File: config.mk
export PLATFORM = sky130hd
export DESIGN_NAME = pkt_arb
export DESIGN_NICKNAME = d
export VERILOG_FILES = /design/src/rtl/pkt_arb_pkg.sv /design/src/rtl/pkt_arb_rr.sv /design/src/rtl/pkt_arb.sv
export SDC_FILE = /design/constraint.sdc
export NUM_CORES = 1
export LEC_CHECK = 0
export ABC_CLOCK_PERIOD_IN_PS = 4700
export BUFFER_PORTS_ARGS = -buffer_cell sky130_fd_sc_hd__buf_2
export CORE_ASPECT_RATIO = 1.75
export CORE_MARGIN = 2
export CORE_UTILIZATION = 35
export DETAILED_ROUTE_END_ITERATION = 8
export PLACE_DENSITY = 0.62
export SYNTH_ARGS = -nofsm -noshare
export SYNTH_HDL_FRONTEND = slang
export SYNTH_SLANG_ARGS = --single-unit
File: constraint.sdc
create_clock -name clk -period 4.7 [get_ports clk]
set_input_delay 0.47 -clock clk [delete_from_list [all_inputs] [get_ports clk]]
set_output_delay 0.47 -clock clk [all_outputs]
set_load 0.01 [all_outputs]
File: src/rtl/pkt_arb_pkg.sv
// pkt_arb_pkg: shared types, header field positions and payload flit formatting for pkt_arb
package pkt_arb_pkg;
  typedef enum logic [1:0] {IDLE, HEAD, BODY} state_t;
  localparam int DEST_MSB = 63;
  localparam int DEST_LSB = 56;
  function automatic logic [63:0] body_flit(input logic [7:0] idx, input logic [31:0] k);
    return {idx, 24'h0, k};
  endfunction
endpackage

File: src/rtl/pkt_arb_rr.sv
// rr_arb: round-robin grant over req, pointer advances past the winner when advance is high
//   clk, rst      clock and synchronous active-high reset
//   req, advance  request vector; advance commits the current grant
//   gnt, gnt_idx  one-hot grant and its index (combinational from pointer and req)
module rr_arb #(
  parameter int N = 4
) (
  input  logic                 clk,
  input  logic                 rst,
  input  logic [N-1:0]         req,
  input  logic                 advance,
  output logic [N-1:0]         gnt,
  output logic [$clog2(N)-1:0] gnt_idx
);
  localparam int IW = $clog2(N);
  logic [IW-1:0] ptr;
  // walk offsets from far to near so the closest requester after ptr wins last
  always_comb begin
    gnt = '0;
    gnt_idx = '0;
    for (int o = N - 1; o >= 0; o--) begin
      if (req[(int'(ptr) + o) % N]) begin
        gnt = '0;
        gnt[(int'(ptr) + o) % N] = 1'b1;
        gnt_idx = IW'((int'(ptr) + o) % N);
      end
    end
  end
  always_ff @(posedge clk) begin
    if (rst) ptr <= '0;
    else if (advance && |req) ptr <= (gnt_idx == IW'(N - 1)) ? '0 : gnt_idx + 1'b1;
  end
endmodule

File: src/rtl/pkt_arb.sv
// pkt_arb: round-robin packet arbiter emitting header + payload flits toward a router port
//   clk, rst            clock and synchronous active-high reset
//   go, dest, len       per-requester launch, header flit and payload length
//   busy, done          per-requester pending/active flag and completion pulse
//   q, q_valid, q_sof   flit stream; q_bp high stalls acceptance
//   pkt_cnt             per-requester completed packet counters (only with PKT_ARB_STATS_EN)
module pkt_arb
  import pkt_arb_pkg::*;
#(
  parameter int NumPorts = 4,
  parameter int LenW     = 16
) (
  input  logic                           clk,
  input  logic                           rst,
  input  logic [NumPorts-1:0]            go,
  input  logic [NumPorts-1:0][63:0]      dest,
  input  logic [NumPorts-1:0][LenW-1:0]  len,
  output logic [NumPorts-1:0]            busy,
  output logic [NumPorts-1:0]            done,
  output logic [63:0]                    q,
  output logic                           q_valid,
  output logic                           q_sof,
  input  logic                           q_bp
`ifdef PKT_ARB_STATS_EN
  ,
  output logic [NumPorts-1:0][31:0]      pkt_cnt
`endif
);
  localparam int IW = $clog2(NumPorts);
  state_t state, state_n;
  logic [NumPorts-1:0][63:0] dest_q;
  logic [NumPorts-1:0][LenW-1:0] len_q;
  logic [NumPorts-1:0] gnt, gnt_q, done_n;
  logic [IW-1:0] gnt_idx, g;
  logic [LenW-1:0] len_a, k, k_n;
  logic [63:0] q_n;
  logic q_valid_n, q_sof_n, fin, acc, last, advance;
  assign acc = q_valid & ~q_bp;
  assign last = k == len_a - 1'b1;
  assign advance = state == IDLE && |busy;
  rr_arb #(.N(NumPorts)) u_arb (
    .clk     (clk),
    .rst     (rst),
    .req     (busy),
    .advance (advance),
    .gnt     (gnt),
    .gnt_idx (gnt_idx)
  );
  always_ff @(posedge clk) begin
    if (rst) state <= IDLE;
    else state <= state_n;
  end
  always_comb begin
    state_n = state == IDLE ? (|busy ? HEAD : IDLE)
            : state == HEAD ? (acc ? (len_a == '0 ? IDLE : BODY) : HEAD)
            : (acc && last ? IDLE : BODY);
  end
  // output register is filled on HEAD entry and refilled only when its flit is accepted
  always_comb begin
    q_n = q;
    q_valid_n = q_valid;
    q_sof_n = q_sof;
    k_n = k;
    fin = 1'b0;
    if (state == HEAD && !q_valid) begin
      q_n = dest_q[g];
      q_valid_n = 1'b1;
      q_sof_n = 1'b1;
    end else if (state == HEAD && acc && len_a == '0) begin
      q_valid_n = 1'b0;
      q_sof_n = 1'b0;
      fin = 1'b1;
    end else if (state == HEAD && acc) begin
      q_n = body_flit(8'(g), 32'h0);
      q_sof_n = 1'b0;
      k_n = '0;
    end else if (state == BODY && acc && last) begin
      q_valid_n = 1'b0;
      fin = 1'b1;
    end else if (state == BODY && acc) begin
      k_n = k + 1'b1;
      q_n = body_flit(8'(g), 32'(k + 1'b1));
    end
    done_n = fin ? gnt_q : '0;
  end
  always_ff @(posedge clk) begin
    if (rst) begin
      q <= '0;
      q_valid <= 1'b0;
      q_sof <= 1'b0;
      k <= '0;
      done <= '0;
      busy <= '0;
      g <= '0;
      gnt_q <= '0;
      len_a <= '0;
    end else begin
      q <= q_n;
      q_valid <= q_valid_n;
      q_sof <= q_sof_n;
      k <= k_n;
      done <= done_n;
      if (advance) begin
        g <= gnt_idx;
        gnt_q <= gnt;
        len_a <= len_q[gnt_idx];
      end
      for (int i = 0; i < NumPorts; i++) begin
        if (done_n[i]) busy[i] <= 1'b0;
        else if (go[i] && !busy[i]) busy[i] <= 1'b1;
      end
    end
  end
  always_ff @(posedge clk) begin
    for (int i = 0; i < NumPorts; i++) begin
      if (go[i] && !busy[i]) begin
        dest_q[i] <= dest[i];
        len_q[i] <= len[i];
      end
    end
  end
`ifdef PKT_ARB_STATS_EN
  always_ff @(posedge clk) begin
    for (int i = 0; i < NumPorts; i++) begin
      if (rst) pkt_cnt[i] <= '0;
      else if (done_n[i]) pkt_cnt[i] <= pkt_cnt[i] + 32'd1;
    end
  end
`endif
endmodule

## Word level (Yosys, flattened, before mapping)

Cells that the tools add are included.

| storage, ports and cells | value |
|---|---|
| input port bits | 327 |
| word-level logic and storage cells | 150 |
| bits in registers | 436 |

| cells by class | value |
|---|---|
| order comparisons | 10 |
| reductions and logical operators | 38 |
| equality and inequality tests | 8 |
| bitwise operators | 7 |
| multiplexer cells | 58 |
| $add $sub $neg | 7 |

Operators with widths:

| operator | count |
|---|---|
| 2-to-1 mux 64 bit | 6 |
| binary-select mux 64 bit (select 2 bit) | 1 |
| 2-to-1 mux 16 bit | 4 |
| binary-select mux 16 bit (select 2 bit) | 1 |
| 2-to-1 mux 1 bit | 23 |
| 2-to-1 mux 2 bit | 10 |
| 2-to-1 mux 4 bit | 5 |
| adder 16 x 1 -> 17 bit (second input constant) | 1 |
| adder 16 x 1 -> 16 bit (second input constant) | 1 |
| equality test 16 bit | 1 |
| logical AND 1 bit | 16 |
| logical NOT 16 bit | 1 |
| subtractor 16 x 1 -> 16 bit (second input constant) | 1 |
| OR reduction 2 bit | 7 |
| less-than comparator 3 x 4 -> 1 bit (second input constant) | 3 |
| >= comparator 3 x 1 -> 1 bit (second input constant) | 3 |
| less-than comparator 2 x 3 -> 1 bit (second input constant) | 3 |
| nonzero test 3 bit | 3 |
| binary-select mux 1 bit (select 2 bit) | 4 |
| demux 1 bit (select 2 bit) | 4 |
| logical NOT 1 bit | 5 |
| adder 2 x 1 -> 2 bit (second input constant) | 2 |
| adder 2 bit (second input constant) | 2 |
| equality test 2 bit (second input constant) | 2 |
| other kinds (14) | 19 |

## Longest topological paths before layout

| depth | value |
|---|---|
| depth after elaboration | 12 |
| depth in mapped cells | 12 |
| depth with buffers taken out | 10 |

## By module

A second synthesis with hierarchy kept.

| unflattened totals | value |
|---|---|
| cell total of the unflattened synthesis | 1,084 |
| area, all modules | 17,420.5 um2 |

By module, submodules not included:

| module | cells each | instances | area each (um2) | sequential area each (um2) |
|---|---|---|---|---|
| pkt_arb | 1,026 | 1 | 16,886.2 | 11,891.4 |
| rr_arb | 58 | 1 | 534.3 | 40.0 |

## Worst setup path after synthesis

OpenSTA, ideal clock, no wires.

| path | value |
|---|---|
| kind | register to register |
| start | register busy[0] |
| end | register dest_q[0] (netlist name) (enable) |
| path buffers | 1 |
| data required time | 4.173 ns |
| path slack | 0.120 ns |
| stages on the path, launching flop included | 3 |
| arrival | 4.053 ns |
| cell sequence | dfxtp_1 -> clkbuf_1 -> nor2b_1 |

| between the ends | value |
|---|---|
| longest elaborated chain between the ends | 2 |

RTL lines:

| item | line | source |
|---|---|---|
| from (decl) | pkt_arb.sv:18 | `output logic [NumPorts-1:0] busy,` |
| from (signal assigned) | pkt_arb.sv:93 | `busy <= '0;` |
| from (signal, indexed assignment) | pkt_arb.sv:109 | `if (done_n[i]) busy[i] <= 1'b0;` |
| logical NOT 1 bit | pkt_arb.sv:116 | `if (go[i] && !busy[i]) begin` |
| logical AND 1 bit | pkt_arb.sv:116 |  |
| to (signal, indexed assignment) | pkt_arb.sv:117 | `dest_q[i] <= dest[i];` |
| to (decl) | pkt_arb.sv:31 | `logic [NumPorts-1:0][63:0] dest_q;` |

No other way between the ends.
A chain may end at the register's enable or synchronous reset.

## Worst setup path in the final report

| path | value |
|---|---|
| start | register u_arb.ptr[0] |
| end | register len_a[1] |

| between the ends | value |
|---|---|
| longest elaborated chain between the ends | 10 |
| elaborated cells on any way between the ends | 20 |
| classes of those cells | add/sub: 3; mux: 17 |

RTL lines:

| item | line | source |
|---|---|---|
| from (decl) | pkt_arb_rr.sv:16 | `logic [IW-1:0] ptr;` |
| from (signal assigned) | pkt_arb_rr.sv:31 | `else if (advance && \|req) ptr <= (gnt_idx == IW'(N - 1)) ? '0 : gnt_idx + 1'b1;` |
| adder 2 bit | pkt_arb_rr.sv:22, pkt_arb_rr.sv:25 |  |
| binary-select mux 1 bit (select 2 bit) | pkt_arb_rr.sv:22 | `if (req[(int'(ptr) + o) % N]) begin` |
| 2-to-1 mux 1 bit (implied by the code) (2 in a row) | pkt_arb_rr.sv:22 |  |
| 2-to-1 mux 2 bit (3 in a row) | pkt_arb_rr.sv:22 |  |
| 2-to-1 mux 2 bit (*) | pkt_arb_rr.sv:22 |  |
| binary-select mux 16 bit (select 2 bit) (*) | pkt_arb.sv:106 | `len_a <= len_q[gnt_idx];` |
| 2-to-1 mux 16 bit (implied by the code) (*) | pkt_arb.sv:106 |  |
| to (signal assigned) | pkt_arb.sv:106 |  |
| to (decl) | pkt_arb.sv:35 | `logic [LenW-1:0] len_a, k, k_n;` |

Mark *: on every way between the ends. The rest lies on a longest branch, timed or not. The select of a mux whose other input is x is not followed.

==> metrics.txt <==
worst-skew pair later-pin latency=540 ps; fmax=0.282 GHz; core area=48600 um^2; post-CTS setup buffers=0; Initial Util=35.3%; crit path buf inv count=2; dpl ws=1210 ps; vias in the first global route=11900; VDD IR max=0.357 mV; number of vias per cell=5.03; met2 wire len=26100 um; Synth async-reset ratio=0%; All-Layer GR Usage=18.8%; relative slew slack=30.8%; CP max stage cell=dfxtp_1; RSZ-0062 raised after global routing=false; commonest non-fill, non-tap cell in the layout=buf_2; via count=10800; Tmin final=3540 ps; total grt overflow=0; syn nets=1386; max-slew violation count=0; die area=50900 um^2; Worst Max-Slew Pin Slew=1030 ps; cts hold-fix bufs=0; fill cell count=4372; DRC viols=0; DR pass1 iterations=5; post-DP HPWL=33900 um; Fin Hold WS=100 ps; share of cells above drive strength 1=39.9%; Top FF cell, synth=edfxtp_1; synthesized area per cell=16.4 um^2; crit-path cells=inv_1, ha_1, mux4_2, nor2b_1, o21ai_0, o31ai_4, buf_4, mux2i_1, o221ai_1; WL final=47700 um; Avg WL per Cell=22.2 um; Non-Filler Instances=2150; largest net degree at the start of global routing=51; Gate Count Post-Synth=1049; clk_skew=13.7 ps; first-pass GRT wire length=70400 um; power per standard cell area=512 nW/um^2; Clock Tree Buf Depth=3; slack of the critical path=1160 ps; Final ANT Viol Nets=0; Setup CP Type=reg2reg; WL met3=2770 um; Leakage Power=0.00805 uW; Crit. End Element=register; Register Area=11900 um^2; die height=297 um; status=finished, final reports clean; synthesized area=17200 um^2; area of the multi-input gates=4950 um^2; Synth warnings=0; Detailed Route Iter0 Violations=650; Yosys cell types=71; DP Cell Count=2060; Port Buf Inserts=400; setup TNS=0 ps; Tcrit/Tclk final=75.4%; final hold vios=0; Core Util, Final=44.0%; Worst path max stage delay=770 ps; WP data arrival=3950 ps; M1 wire length=16000 um; worst hold path type=in2reg; Core Rows=107; crit-path leading delay family=multiplexers; Die W=171 um; CTS tree=built; H-tree levels=2; Crit Path Max Fanout=25; Ports=401; max_cap viols=0; endpoints failing setup=0; Final nets=1788; CP Data Required Time=5100 ps; commonest cells after routing, fill and taps aside=buf_2 (400), edfxtp_1 (320), dfxtp_1 (114), mux4_2 (66), nor2_1 (47); clock root cell=clkbuf_16; gp weighted congestion=0.865; Critical Path Start Type=register; number of gates resized after cts=0; Seq/Total Area, Yosys=69.5%; clk sinks=436; initial antenna violation count=12; Synth-to-Final Area Change=24.4%; Clock Pin Slew Worst Setup and Hold Paths=70 ps; EDFF count, synth=320; register bit total from synthesis=436; highest layer used for signal routing=met5; clock buffer count from CTS=43
==> per-layer routing <==
layer | vias to the layer above | global-route usage (%)
met5 | - | 0
li1 | 4980 | -
met4 | 2 | 11.6
met1 | 5314 | 18.7
met2 | 412 | 34.9
met3 | 116 | 3.69
==> through the flow <==
step / power, uW / instance area, um^2
3_3_place_gp: 7480 / 19900
3_5_place_dp: 7540 / 19900
2_1_floorplan: 6730 / 17200
4_1_cts: 11100 / 21300
5_1_grt: 11400 / 21400
6_report: 10900 / 21400
==> power breakdown <==
part | switching [uW] | leakage, uW | internal [uW] | total, uW
Sequential | 402 | 0.00400 | 4500 | 4900
Clock | 1480 | 0.000698 | 2020 | 3500
Combinational | 1340 | 0.00336 | 1200 | 2530
Total | 3210 | 0.00805 | 7720 | 10900
==> final cells by class <==
class / instances / area share (%)
flip-flops and latches: 436 / 55.9
multi-input cells: 542 / 23.2
repair buffers: 417 / 10.0
clock buffers: 52 / 5.49
well taps: 654 / 3.83
clock inverters: 27 / 1.27
inverters: 11 / 0.193
diodes: 11 / 0.129
==> worst paths after layout <==
check | startpoint | endpoint | slack (ps) | cells past startpoint
worst max-delay path | u_arb.ptr[0] | len_a[1] | 1160 | 9
worst min-delay path | dest[238] | dest_q[238] | 100 | 1
worst max register to register | u_arb.ptr[0] | len_a[1] | 1160 | 9
worst min register to register | gnt_q[2] | busy[2] | 460 | 1
==> kinds of logic after synthesis <==
kind of cell / after synthesis / share of synthesized area, %
adder cells (fa/ha/maj): 10 / 0.728
AND/OR/NAND/NOR: 208 / 6.53
flip-flops: 436 / 69.5
multiplexers: 110 / 11.2
AO/OA/AOI/OAI: 182 / 8.43
buffers and inverters: 71 / 2.01
XOR/XNOR: 32 / 1.63
==> cells in the mapped netlist (9+ instances only) <==
cell type	number	area (um^2)
a211oi_2	12	150
nand2_1	43	161
nand3_1	15	75.1
nor2b_1	11	68.8
a22o_1	46	403
o21ai_0	14	70.1
inv_1	11	41.3
mux2i_1	43	430
nand4_1	11	68.8
mux4_2	66	1490
o31ai_1	9	67.6
edfxtp_1	320	9610
dfxtp_1	116	2320
clkbuf_1	37	139
ha_1	10	125
nor3_1	22	110
nor2_1	49	184
xnor2_1	24	210
a21oi_1	22	110
==> flip-flops by register name, summed over array words and instances (netlist names), 4 cells and up <==
register / flops
k: 16
busy: 4
done: 4
gnt_q: 4
dest_q: 256
len_q: 64
len_a: 16
q: 64
Note: power is estimated with default switching activity, not from simulation.
